File: config.mk
export PLATFORM = sky130hd
export DESIGN_NAME = bcd_serial_add_ctrl
export DESIGN_NICKNAME = d
export VERILOG_FILES = /design/src/rtl/bcd_serial_add_ctrl.sv
export SDC_FILE = /design/constraint.sdc
export NUM_CORES = 1
export LEC_CHECK = 0
export BUFFER_PORTS_ARGS = -buffer_cell sky130_fd_sc_hd__buf_2
export CAP_MARGIN = 5
export CELL_PAD_IN_SITES_DETAIL_PLACEMENT = 0
export CELL_PAD_IN_SITES_GLOBAL_PLACEMENT = 1
export CORE_UTILIZATION = 43
export DETAILED_ROUTE_END_ITERATION = 6
export PLACE_DENSITY = 0.82
export SYNTH_ARGS = -nofsm -noshare
export SYNTH_HDL_FRONTEND = slang
export SYNTH_SLANG_ARGS = --single-unit
File: constraint.sdc
create_clock -name Clock -period 1.9 [get_ports Clock]
set_input_delay 0.38 -clock Clock [delete_from_list [all_inputs] [get_ports Clock]]
set_output_delay 0.38 -clock Clock [all_outputs]
set_load 0.01 [all_outputs]
File: src/rtl/bcd_serial_add_ctrl.sv
// Digit-serial packed-BCD adder sequencer: drives one shared single-digit BCD adder
// per clock, least-significant digit first, and latches the multi-digit sum and carry.
module bcd_serial_add_ctrl #(
    parameter int DIGITS = 4
) (
    input  logic                  Clock,
    input  logic                  Resetn,
    input  logic                  start,
    input  logic [4*DIGITS-1:0]   a_bcd,
    input  logic [4*DIGITS-1:0]   b_bcd,
    input  logic                  cin,
    output logic [3:0]            add_a,
    output logic [3:0]            add_b,
    output logic                  add_cin,
    input  logic [3:0]            add_s,
    input  logic                  add_c,
    output logic                  busy,
    output logic                  done,
    output logic [4*DIGITS-1:0]   sum_bcd,
    output logic                  cout,
    output logic                  err
);

    localparam int IDX_W = (DIGITS > 1) ? $clog2(DIGITS) : 1;
    localparam logic [IDX_W-1:0] LAST_IDX = IDX_W'(DIGITS - 1);

    typedef enum logic [1:0] {
        IDLE = 2'd0,
        RUN  = 2'd1,
        DONE = 2'd2
    } state_t;

    state_t                    state_reg;
    logic [DIGITS-1:0][3:0]    a_reg;
    logic [DIGITS-1:0][3:0]    b_reg;
    logic [DIGITS-1:0][3:0]    sum_reg;
    logic [IDX_W-1:0]          idx_reg;
    logic                      carry_reg;
    logic                      cout_reg;
    logic                      err_reg;
    logic                      busy_reg;
    logic                      done_reg;
    logic [DIGITS-1:0]         digit_bad;
    logic                      run;

    // Any non-decimal nibble in either operand flags the whole operation.
    for (genvar gi = 0; gi < DIGITS; gi++) begin : g_digit_chk
        assign digit_bad[gi] = (a_bcd[4*gi +: 4] > 4'd9) || (b_bcd[4*gi +: 4] > 4'd9);
    end

    assign run     = (state_reg == RUN);
    assign add_a   = run ? a_reg[idx_reg] : 4'd0;
    assign add_b   = run ? b_reg[idx_reg] : 4'd0;
    assign add_cin = run ? carry_reg : 1'b0;

    assign busy    = busy_reg;
    assign done    = done_reg;
    assign sum_bcd = sum_reg;
    assign cout    = cout_reg;
    assign err     = err_reg;

    always_ff @(posedge Clock or negedge Resetn) begin
        if (!Resetn) begin
            state_reg <= IDLE;
            a_reg     <= '0;
            b_reg     <= '0;
            sum_reg   <= '0;
            idx_reg   <= '0;
            carry_reg <= 1'b0;
            cout_reg  <= 1'b0;
            err_reg   <= 1'b0;
            busy_reg  <= 1'b0;
            done_reg  <= 1'b0;
        end else begin
            case (state_reg)
                IDLE: begin
                    if (start) begin
                        a_reg     <= a_bcd;
                        b_reg     <= b_bcd;
                        carry_reg <= cin;
                        idx_reg   <= '0;
                        sum_reg   <= '0;
                        cout_reg  <= 1'b0;
                        err_reg   <= |digit_bad;
                        busy_reg  <= 1'b1;
                        state_reg <= RUN;
                    end
                end
                RUN: begin
                    // The shared adder is combinational, so its result is captured this edge.
                    sum_reg[idx_reg] <= add_s;
                    carry_reg        <= add_c;
                    if (idx_reg == LAST_IDX) begin
                        cout_reg  <= add_c;
                        done_reg  <= 1'b1;
                        state_reg <= DONE;
                    end else begin
                        idx_reg <= idx_reg + 1'b1;
                    end
                end
                DONE: begin
                    done_reg  <= 1'b0;
                    busy_reg  <= 1'b0;
                    state_reg <= IDLE;
                end
                default: begin
                    done_reg  <= 1'b0;
                    busy_reg  <= 1'b0;
                    state_reg <= IDLE;
                end
            endcase
        end
    end

endmodule

==> results of run 1 <==
==> power by group <==
part | internal (mW) | switching [mW] | total (mW)
clock | 0.805 | 0.492 | 1.30
sequential | 1.77 | 0.394 | 2.17
combinational | 1.97 | 1.22 | 3.19
==> synthesized netlist by cell type <==
cell,number,area share
mux2_4,27,0.14
and3_1,9,0.020
nor2_1,5,0.0066
clkbuf_1,2,0.0026
mux4_2,8,0.063
o221a_2,1,0.0040
o21ai_2,1,0.0031
a21o_1,1,0.0026
dfrtp_1,57,0.50
buf_8,1,0.0053
mux2_2,14,0.055
nand2_1,2,0.0026
o21ai_0,9,0.016
buf_6,2,0.0079
nor2b_1,6,0.013
a22o_1,26,0.080
nor3b_1,1,0.0026
buf_12,2,0.014
and4_1,2,0.0062
buf_4,2,0.0053
inv_1,5,0.0066
o21bai_1,1,0.0026
ha_1,4,0.018
buf_2,3,0.0053
nor3b_2,2,0.0088
inv_2,1,0.0013
a31oi_1,1,0.0022
a21oi_1,1,0.0018
==> worst reg2reg max path: cells and delay by family (launching register included) <==
kind / cells / cell delay (ps)
compound gates: 1 / 220
flops: 1 / 420
fa+ha+maj: 1 / 230
mux: 1 / 340
buf+inv: 4 / 490
==> metal layers <==
metal,share of wire,GRT usage,up-vias
li1,-,-,890
met4,0.016,0.08934,0
met2,0.48,0.2846,42
met5,0,0,-
met3,0.044,0.06660,9
met1,0.46,0.2659,936
==> through the flow <==
stage | hold WS [ps] | total power [mW] | area, sq um | TNS, ps | utilization
global placement | 402.8 | 4.916 | 3264 | 0 | 0.5112
detailed placement | 407.0 | 4.987 | 3264 | 0 | 0.5112
floorplan | 84.41 | 4.247 | 2846 | 0 | -
global route | 33.69 | 7.059 | 3612 | -1741 | 0.5656
CTS | 29.21 | 6.698 | 3602 | -1492 | 0.5641
finish | 32.16 | 6.651 | 3612 | -1260 | 0.5656
==> worst min-delay path by stage <==
| stage | endpoint | cells past startpoint | slack (ps) | start |
|---|---|---|---|---|
| 5_1_grt | sum_bcd[9] | 2 | 30 | Resetn |
| 2_1_floorplan | a_reg[0] | 0 | 80 | Resetn |
| 3_5_place_dp | sum_bcd[9] | 2 | 410 | Resetn |
| 3_3_place_gp | sum_bcd[10] | 2 | 400 | Resetn |
| 6_report | sum_bcd[9] | 2 | 30 | Resetn |
| 4_1_cts | sum_bcd[9] | 2 | 30 | Resetn |
==> timing repair <==
item / in CTS / in global routing
gates cloned: 0 / 0
setup buffers: 1 / 1
setup endpoints to repair: 8 / 8
resized for setup: 19 / 1
==> area by class of cell <==
type	instances	area (sq um)
tap	77	96.34
clock inverter	5	77.57
fill	529	2774
inverter	6	22.52
multi-input combinational	121	1331
timing repair buffer	79	506.7
clock buffer	11	151.4
sequential	57	1426
==> kinds of logic after synthesis <==
| logic type | count (synthesis) | synth area share |
|---|---|---|
| flops | 57 | 0.5011 |
| mux | 49 | 0.2611 |
| compound gates | 41 | 0.1121 |
| simple gates | 27 | 0.05978 |
| fa+ha+maj | 4 | 0.01758 |
| buf+inv | 18 | 0.04835 |
==> metrics.csv, run 1 <==
stage,metric,value,unit
outcome,status,finished with violations,
outcome,violations,negative setup slack,
finish,stdcell_count,356,
worst_setup_path,crit_top_cell,buf_6,
global_route,grt-ovfl-total,0,
cts,tritoncts,yes,
finish,final_cell_mix,"buf_2 (61), dfrtp_1 (57), mux2_4 (27), a22o_1 (26), mux2_2 (14)",
cts,insertion_delay,330,ps
worst_setup_path,crit_required,1520,ps
timing,finalMaxSlewViolations,0,
worst_setup_path,reg2reg_depth,7,
die,io_pins,70,
timing,layout_worst_path_cycle_share,1.089,
worst_setup_path,setup.worst_path.end_class,primary output,
finish,num_antenna_cells,0,
place,place_congestion,0.7464,
synthesis,syn_nets,241,
synthesis,yosysWarnings,0,
detailed_routing,drc,0,
timing,period_minus_slack,2070,ps
synthesis,yosys.cell_types.count,28,
cts,clock_sinks,57,
synthesis,syn_inst,196,
power_and_ir_drop,peakVddDrop,0.9009,mV
cts,hold_buffers,0,
die,coreArea,6386,sq um
power_and_ir_drop,p_leak,1.746,nW
hold_path,hold_class,in2async,
synthesis,synth_seq_cells,57,
worst_setup_path,critPathMaxStageDelay,490,ps
finish,final_nets,319,
detailed_routing,ant_nets,0,
synthesis,synth_area,2846,sq um
timing,rsz0062_at_grt,true,
place,port_buffers,69,
timing,fmax,0.4831,GHz
global_route,antenna_found_initial,0,
place,post-place-ws,177.4,ps
die,die-area,6949,sq um
timing,hold_viol,0,
worst_setup_path,critPathSlowestCell,mux4_2,
timing,slew_headroom,0.5200,
detailed_routing,routed_wl,6140,um
power_and_ir_drop,p_per_area,1841,nW/um^2
worst_setup_path,r2r_setup_slack,90,ps
detailed_routing,wl_per_cell,17.25,um
finish,mostFrequentLayoutCell,buf_2,
timing,final.setup_skew,5.277,ps
die,initial_core_util,0.4457,
job,cap_violations,0,
worst_setup_path,timing.rr.end,sum_bcd[3],
worst_setup_path,worst-path-stages,4,
detailed_routing,drtIter0Drc,61,
detailed_routing,vias,1877,
cts,clk_pin_slew_worst_paths,70,ps
worst_setup_path,timing.critical_path.max_delay_family,multiplexers,
synthesis,avgSynthCellArea,14.52,sq um
die,die_w,83.36,um
global_route,gr-usage-all-layers,0.1961,
worst_setup_path,crit_chain,buf_6 > mux4_2 > and3_4 > buf_6,
cts,cts_buffers,9,
global_route,grt_start_max_net_pins,58,
timing,tightest_slew,719.9,ps
place,dp_cells,338,
worst_setup_path,start_kind,register,
worst_setup_path,cp.arrival,1690,ps
cts,htree_levels,3,
global_route,grt_pass1_wl,10260,um
worst_setup_path,rr_startpoint,idx_reg[0],
cts,cts_root_buf,clkbuf_8,
worst_setup_path,endpoint,add_a[1],
detailed_routing,via_per_inst,5.272,
die,die_y,83.36,um
global_route,grt_pass1_vias,2015,
timing,fin_ws,-169.9,ps
place,hpwl,4212,um
synthesis,yosysSeqAreaShare,0.5011,
finish,syn_to_final_growth,26.90,%
worst_setup_path,path_buf_inv,2,
worst_setup_path,cp_max_fo,3,
die,fp-row-count,29,
cts,cts_buffer_depth,2,
worst_setup_path,crit_path_start,idx_reg[0],
finish,drive_above_1_share,0.5663,
timing,setup_viol,8,
detailed_routing,dr.pass1.iters,4,
worst_setup_path,criticalPathCategory,reg2out,
(Power assumes the default switching activity.)
==> inputs of run 2 (changes only) <==
BUFFER_PORTS_ARGS = unset   (was -buffer_cell sky130_fd_sc_hd__buf_2)
CAP_MARGIN = unset   (was 5)
CORE_UTILIZATION = 46   (was 43)
DONT_BUFFER_PORTS = 1   (was unset)
PLACE_DENSITY = 0.78   (was 0.82)
clock period = 1.8 ns   (was 1.9 ns; I/O delays follow)
==> run 2 against run 1 <==
Compared with the run above: the run still ends with negative setup slack left; clock skew up 1.4 ps; clock power fell by 11%; largest power group unchanged; largest cell class unchanged; highest routed layer unchanged; routed wire length is 1.5% lower; cell area is 11% lower; count of clock-buffer cells in the layout is 2 higher; total power fell by 4.6%; first-iteration DRC count grew 20%; final cell count decreased by 19%; worst hold slack better by 140 ps; worst setup slack gained 53 ps; die area fell by 6.4%.
==> metrics.csv, run 2 (synthesis gave the netlist of run 1 again) <==
stage,metric,value,unit,change
outcome,status,finished with violations,,
outcome,violations,negative setup slack,,
place,place_congestion,0.8165,,+9.4%
worst_setup_path,start_kind,register,,
job,cap_violations,0,,unchanged
finish,final_cell_area,3208,sq um,-11%
power_and_ir_drop,p_per_area,1977,nW/um^2,+7.4%
place,port_buffers,0,,-100%
global_route,antenna_found_initial,0,,unchanged
timing,finalMaxSlewViolations,0,,unchanged
worst_setup_path,reg2reg_depth,6,,-1
cts,insertion_delay,320,ps,about the same
detailed_routing,dr.pass1.iters,4,,unchanged
cts,clock_sinks,57,,unchanged
finish,final_cell_mix,"dfrtp_1 (57), mux2_4 (27), a22o_1 (26), mux2_2 (14), clkbuf_8 (10)",,
power_and_ir_drop,seqPwrFrac,0.372,,+0.046
die,die_y,80.67,um,-3.2%
global_route,gr-usage-all-layers,0.2014,,+0.005256
finish,stdcell_count,287,,-19%
timing,final.setup_skew,6.646,ps,+1.369 ps
timing,setup_tns,-844.3,ps,+415.8 ps
timing,hold_viol,0,,unchanged
timing,layout_worst_path_cycle_share,1.065,,
place,hpwl,4347,um,+3.2%
global_route,grt_pass1_wl,9528,um,-7.1%
timing,period_minus_slack,1917,ps,
worst_setup_path,path_buf_inv,1,,-1
hold_path,hold_path_depth,1,,
power_and_ir_drop,p_leak,1.439,nW,-18%
die,io_pins,70,,unchanged
power_and_ir_drop,p_sw,2.097,mW,-0.33%
detailed_routing,vias,1725,,-8.1%
worst_setup_path,timing.critical_path.max_delay_family,multiplexers,,
cts,tritoncts,yes,,
global_route,grt_start_max_net_pins,58,,unchanged
detailed_routing,routed_wl,6050,um,-1.5%
timing,slew_headroom,0.5145,,-0.005476
timing,tightest_slew,728.2,ps,+8.213 ps
die,coreArea,5956,sq um,-6.7%
finish,syn_to_final_growth,12.70,%,
die,initial_core_util,0.4779,,+0.03221
power_and_ir_drop,p_clk_frac,0.183,,-0.012
detailed_routing,wl_per_cell,21.08,um,+22%
worst_setup_path,worst-path-stages,3,,-1
worst_setup_path,cp_max_fo,5,,+2
finish,fillerInstances,516,,-2.5%
finish,mostFrequentLayoutCell,dfrtp_1,,
worst_setup_path,crit_chain,buf_6 > mux4_2 > and3_4,,
detailed_routing,ant_nets,0,,unchanged
cts,clk_pin_slew_worst_paths,70,ps,about the same
power_and_ir_drop,intPower,4.246,mW,-6.6%
place,dp_cells,268,,-21%
hold_path,hold_class,in2reg,,
detailed_routing,drtIter0Drc,73,,+20%
worst_setup_path,timing.rr.end,sum_bcd[3],,
timing,setup_viol,8,,unchanged
worst_setup_path,critPathMaxStageDelay,500,ps,about the same
timing,fin_ws,-117.3,ps,+52.57 ps
worst_setup_path,crit_required,1440,ps,-80 ps
worst_setup_path,criticalPathCategory,reg2out,,
timing,rsz0062_at_grt,true,,
cts,htree_levels,3,,unchanged
timing,fmax,0.5216,GHz,
worst_setup_path,setup.worst_path.end_class,primary output,,
cts,cts_buffer_depth,2,,unchanged
worst_setup_path,critPathSlowestCell,mux4_2,,
place,placed_area,2924,sq um,-10%
die,fp-row-count,28,,-3.4%
hold_path,min_from,b_bcd[13],,
hold_path,whs_endpoint,b_reg[13],,
die,die_w,80.67,um,-3.2%
detailed_routing,drc,0,,unchanged
cts,cts_buffers,9,,unchanged
finish,final_nets,252,,-21%
cts,cts_root_buf,clkbuf_8,,
finish,drive_above_1_share,0.4057,,-0.1606
power_and_ir_drop,peakVddDrop,1.153,mV,+28%
power_and_ir_drop,p_comb_frac,0.445,,-0.034
power_and_ir_drop,p_total,6.343,mW,-4.6%
global_route,grt-ovfl-total,0,,unchanged
worst_setup_path,rr_startpoint,idx_reg[0],,
finish,num_antenna_cells,0,,unchanged
global_route,grt_pass1_vias,1860,,-7.7%
power_and_ir_drop,p_sw_frac,0.3306,,+0.01427
worst_setup_path,r2r_setup_slack,90,ps,about the same
worst_setup_path,cp.arrival,1560,ps,-130 ps
detailed_routing,via_per_inst,6.010,,+14%
timing,whs,175.8,ps,+143.6 ps
die,die-area,6507,sq um,-6.4%
[run 2: cell count changes in the layout (fill, tap and decap cells not counted), sizes merged]
cell,delta
buf,-68
bufinv,-1
clkinvlp,-1
dlygate4sd3,+1
clkbuf,+2
[run 2: metrics by stage]
| step | utilization | worst slack [ps] |
|---|---|---|
| finish | 0.5387 | -117.3 |
| global route | 0.5387 | -170.9 |
| CTS | 0.5387 | -130.9 |
| detailed placement | 0.4910 | 191.4 |
| global placement | 0.4910 | 183.1 |
| floorplan | - | 205.5 |
[run 2: cell type report]
cell class	count	area [sq um]	share of cell area
clock buffer	13	148.9	0.04641
clock inverter	3	40.04	0.01248
inverter	6	25.02	0.007800
multi-input combinational	121	1329	0.4142
sequential	57	1426	0.4446
tap	75	93.84	0.02925
timing repair buffer	12	145.1	0.04524
[run 2: worst register-to-register path, stage by stage (launching register included)]
cell	delay, ps
dfrtp_1	400
buf_6	150
buf_4	140
inv_1	80
ha_1	260
mux2_2	360
a22o_1	230
[run 2: how the worst max path moves through the flow]
stage,from,endpoint
floorplan,idx_reg[0],add_a[0]
global placement,idx_reg[0],add_a[3]
detailed placement,idx_reg[0],add_a[3]
CTS,idx_reg[0],add_a[3]
global route,idx_reg[0],add_a[1]
finish,idx_reg[0],add_b[2]
[run 2: repair_timing]
action,4_1_cts,5_1_grt
hold endpoints to repair,57,0
endpoints found under the setup margin,8,8
resized for setup,11,0
setup buffers,1,0
hold buffers,2,0
[run 2: layer usage]
layer  vias to the layer above  global-route usage  wire length (um)
li1                        753                   -                 -
met5                         -                   0                 0
met2                        61              0.3093              2980
met1                       904              0.2570              2581
met4                         0             0.09464                79
met3                         7             0.06364               408
[run 2: power groups by stage]
stage	clock network, mW	registers [mW]	logic, mW
after floorplan	0	2.22	2.26
after global placement	0	2.32	2.52
after detailed placement	0	2.37	2.61
after CTS	1.18	2.36	2.85
after global routing	1.26	2.42	3.03
final	1.16	2.36	2.82
==> inputs of run 3 (changes only) <==
==> constraint.sdc (replaced) <==
create_clock -name Clock -period 1.8 [get_ports Clock]
set_input_delay 0.36 -clock Clock [delete_from_list [all_inputs] [get_ports Clock]]
set_output_delay 0.36 -clock Clock [all_outputs]
set_load 0.02 [all_outputs]
==> run 3 against run 2 <==
Compared with the run above: the flow still finishes with violations (negative setup slack); sequential power grew 6%; non-clock buffer count unchanged; count of clock-buffer cells in the layout is 1 lower; clock power about the same; critical path depth stayed put.
==> metrics.csv, run 3 (synthesis gave the netlist of run 1 again) <==
stage,metric,value,unit,change
worst_setup_path,crit_required,1440,ps,about the same
global_route,grt_pass1_wl,10110,um,+6.1%
worst_setup_path,start_kind,register,,
finish,num_antenna_cells,0,,unchanged
place,dp_cells,267,,-0.37%
worst_setup_path,reg2reg_depth,7,,+1
finish,final_nets,252,,unchanged
global_route,grt_start_max_net_pins,58,,unchanged
die,initial_core_util,0.4779,,unchanged
worst_setup_path,criticalPathCategory,reg2out,,
worst_setup_path,crit_chain,buf_6 > mux4_2 > and3_4,,
place,hpwl,4477,um,+3.0%
finish,stdcell_count,286,,-0.35%
timing,final.setup_skew,7.185,ps,+0.5392 ps
worst_setup_path,timing.rr.end,sum_bcd[3],,
worst_setup_path,rr_startpoint,idx_reg[0],,
worst_setup_path,critPathMaxStageDelay,500,ps,about the same
global_route,grt-ovfl-total,0,,unchanged
worst_setup_path,r2r_setup_slack,30,ps,-60 ps
job,cap_violations,0,,unchanged
cts,tritoncts,yes,,
place,port_buffers,0,,unchanged
finish,final_util,0.5382,,about the same
hold_path,hold_class,in2reg,,
detailed_routing,vias,1699,,-1.5%
cts,cts_buffer_depth,2,,unchanged
worst_setup_path,setup.worst_path.end_class,primary output,,
timing,fmax,0.5151,GHz,-1.2%
cts,htree_levels,3,,unchanged
place,placed_area,2904,sq um,-0.68%
detailed_routing,routed_wl,6381,um,+5.5%
place,place_congestion,0.8146,,-0.23%
cts,cts_buffers,9,,unchanged
global_route,antenna_found_initial,0,,unchanged
timing,period_minus_slack,1941,ps,+23.88 ps
die,die-area,6507,sq um,unchanged
global_route,grt_busiest_layer,met2,,
worst_setup_path,cp_max_fo,6,,+1
timing,setup_viol,8,,unchanged
timing,slew_headroom,0.4933,,-0.02116
detailed_routing,wl_per_cell,22.31,um,+5.8%
detailed_routing,drtIter0Drc,55,,-25%
worst_setup_path,path_buf_inv,1,,unchanged
finish,drive_above_1_share,0.4265,,+0.02088
finish,final_cell_area,3206,sq um,about the same
cts,cts_root_buf,clkbuf_8,,
die,die_w,80.67,um,unchanged
die,io_pins,70,,unchanged
global_route,globalRouteMet1Util,0.2518,,-0.005140
worst_setup_path,critPathSlowestCell,mux4_2,,
timing,whs,173.0,ps,-2.837 ps
outcome,violations,negative setup slack,,
power_and_ir_drop,peakVddDrop,0.9581,mV,-17%
detailed_routing,via_per_inst,5.941,,-1.2%
outcome,status,finished with violations,,
hold_path,whs_endpoint,a_reg[3],,
die,die_y,80.67,um,unchanged
timing,hold_viol,0,,unchanged
finish,mostFrequentLayoutCell,dfrtp_1,,
timing,layout_worst_path_cycle_share,1.078,,+0.01327
global_route,met2_usage,0.3466,,+0.03729
hold_path,min_from,a_bcd[3],,
global_route,gr-usage-all-layers,0.2165,,+0.01515
timing,tightest_slew,759.9,ps,+31.74 ps
cts,clock_sinks,57,,unchanged
die,coreArea,5956,sq um,unchanged
cts,clk_pin_slew_worst_paths,60,ps,about the same
timing,fin_ws,-141.2,ps,-23.88 ps
finish,syn_to_final_growth,12.62,%,about the same
cts,insertion_delay,330,ps,about the same
detailed_routing,drc,0,,unchanged
global_route,use_met3,0.06932,,+0.005682
finish,final_cell_mix,"dfrtp_1 (57), mux2_4 (27), a22o_1 (26), mux2_2 (14), clkbuf_8 (11)",,
detailed_routing,dr.pass1.iters,4,,unchanged
timing,finalMaxSlewViolations,0,,unchanged
worst_setup_path,timing.critical_path.max_delay_family,multiplexers,,
power_and_ir_drop,p_leak,1.438,nW,about the same
power_and_ir_drop,p_per_area,2079,nW/um^2,+5.1%
worst_setup_path,cp.arrival,1580,ps,+20 ps
global_route,grt_pass1_vias,1932,,+3.9%
hold_path,hold_path_depth,1,,unchanged
die,fp-row-count,28,,unchanged
detailed_routing,ant_nets,0,,unchanged
timing,rsz0062_at_grt,true,,
run 3: cell types whose count changed in the layout (fill, tap and decap cells not counted), sizes merged:
cell	delta
clkbuf	-1
run 3: worst max-delay path by stage:
stage	from	endpoint	slack (ps)	depth (start not counted)
floorplan	idx_reg[0]	add_a[0]	170	3
global placement	idx_reg[0]	add_a[3]	150	3
detailed placement	idx_reg[0]	add_a[1]	150	3
CTS	idx_reg[0]	add_b[0]	-170	3
global route	idx_reg[0]	add_a[1]	-200	3
finish	idx_reg[0]	add_a[1]	-140	3
run 3: per-stage QoR:
stage	TNS (ps)	total power, mW	setup WS [ps]
final	-1058	6.664	-141.2
after global routing	-1528	7.034	-195.7
after CTS	-1215	6.682	-168.3
after detailed placement	0	5.241	146.7
after global placement	0	5.053	152.9
after floorplan	0	4.724	167.2
run 3: power breakdown:
part	internal (mW)	switching [mW]	total (mW)
combinational	1.70	1.27	2.97
clock	0.703	0.488	1.19
sequential	1.87	0.630	2.50
run 3: final cells by class:
| class | instances | area, sq um |
|---|---|---|
| fill | 520 | 2750 |
| sequential | 57 | 1426 |
| multi-input combinational | 121 | 1335 |
| clock buffer | 12 | 155.1 |
| timing repair buffer | 12 | 132.6 |
| tap | 75 | 93.84 |
| clock inverter | 3 | 40.04 |
| inverter | 6 | 22.52 |
run 3: layer usage:
metal / share of wire / routed length, um
met1: 0.41 / 2591
met2: 0.50 / 3214
met3: 0.063 / 405
met4: 0.026 / 169
met5: 0 / 0
run 3: repair_timing:
item / CTS / global route
setup buffers: 1 / 1
gates resized for setup: 18 / 3
pin swaps: 0 / 0
hold buffers: 2 / 0
endpoints found under the hold margin: 57 / 0
endpoints found under the setup margin: 8 / 9
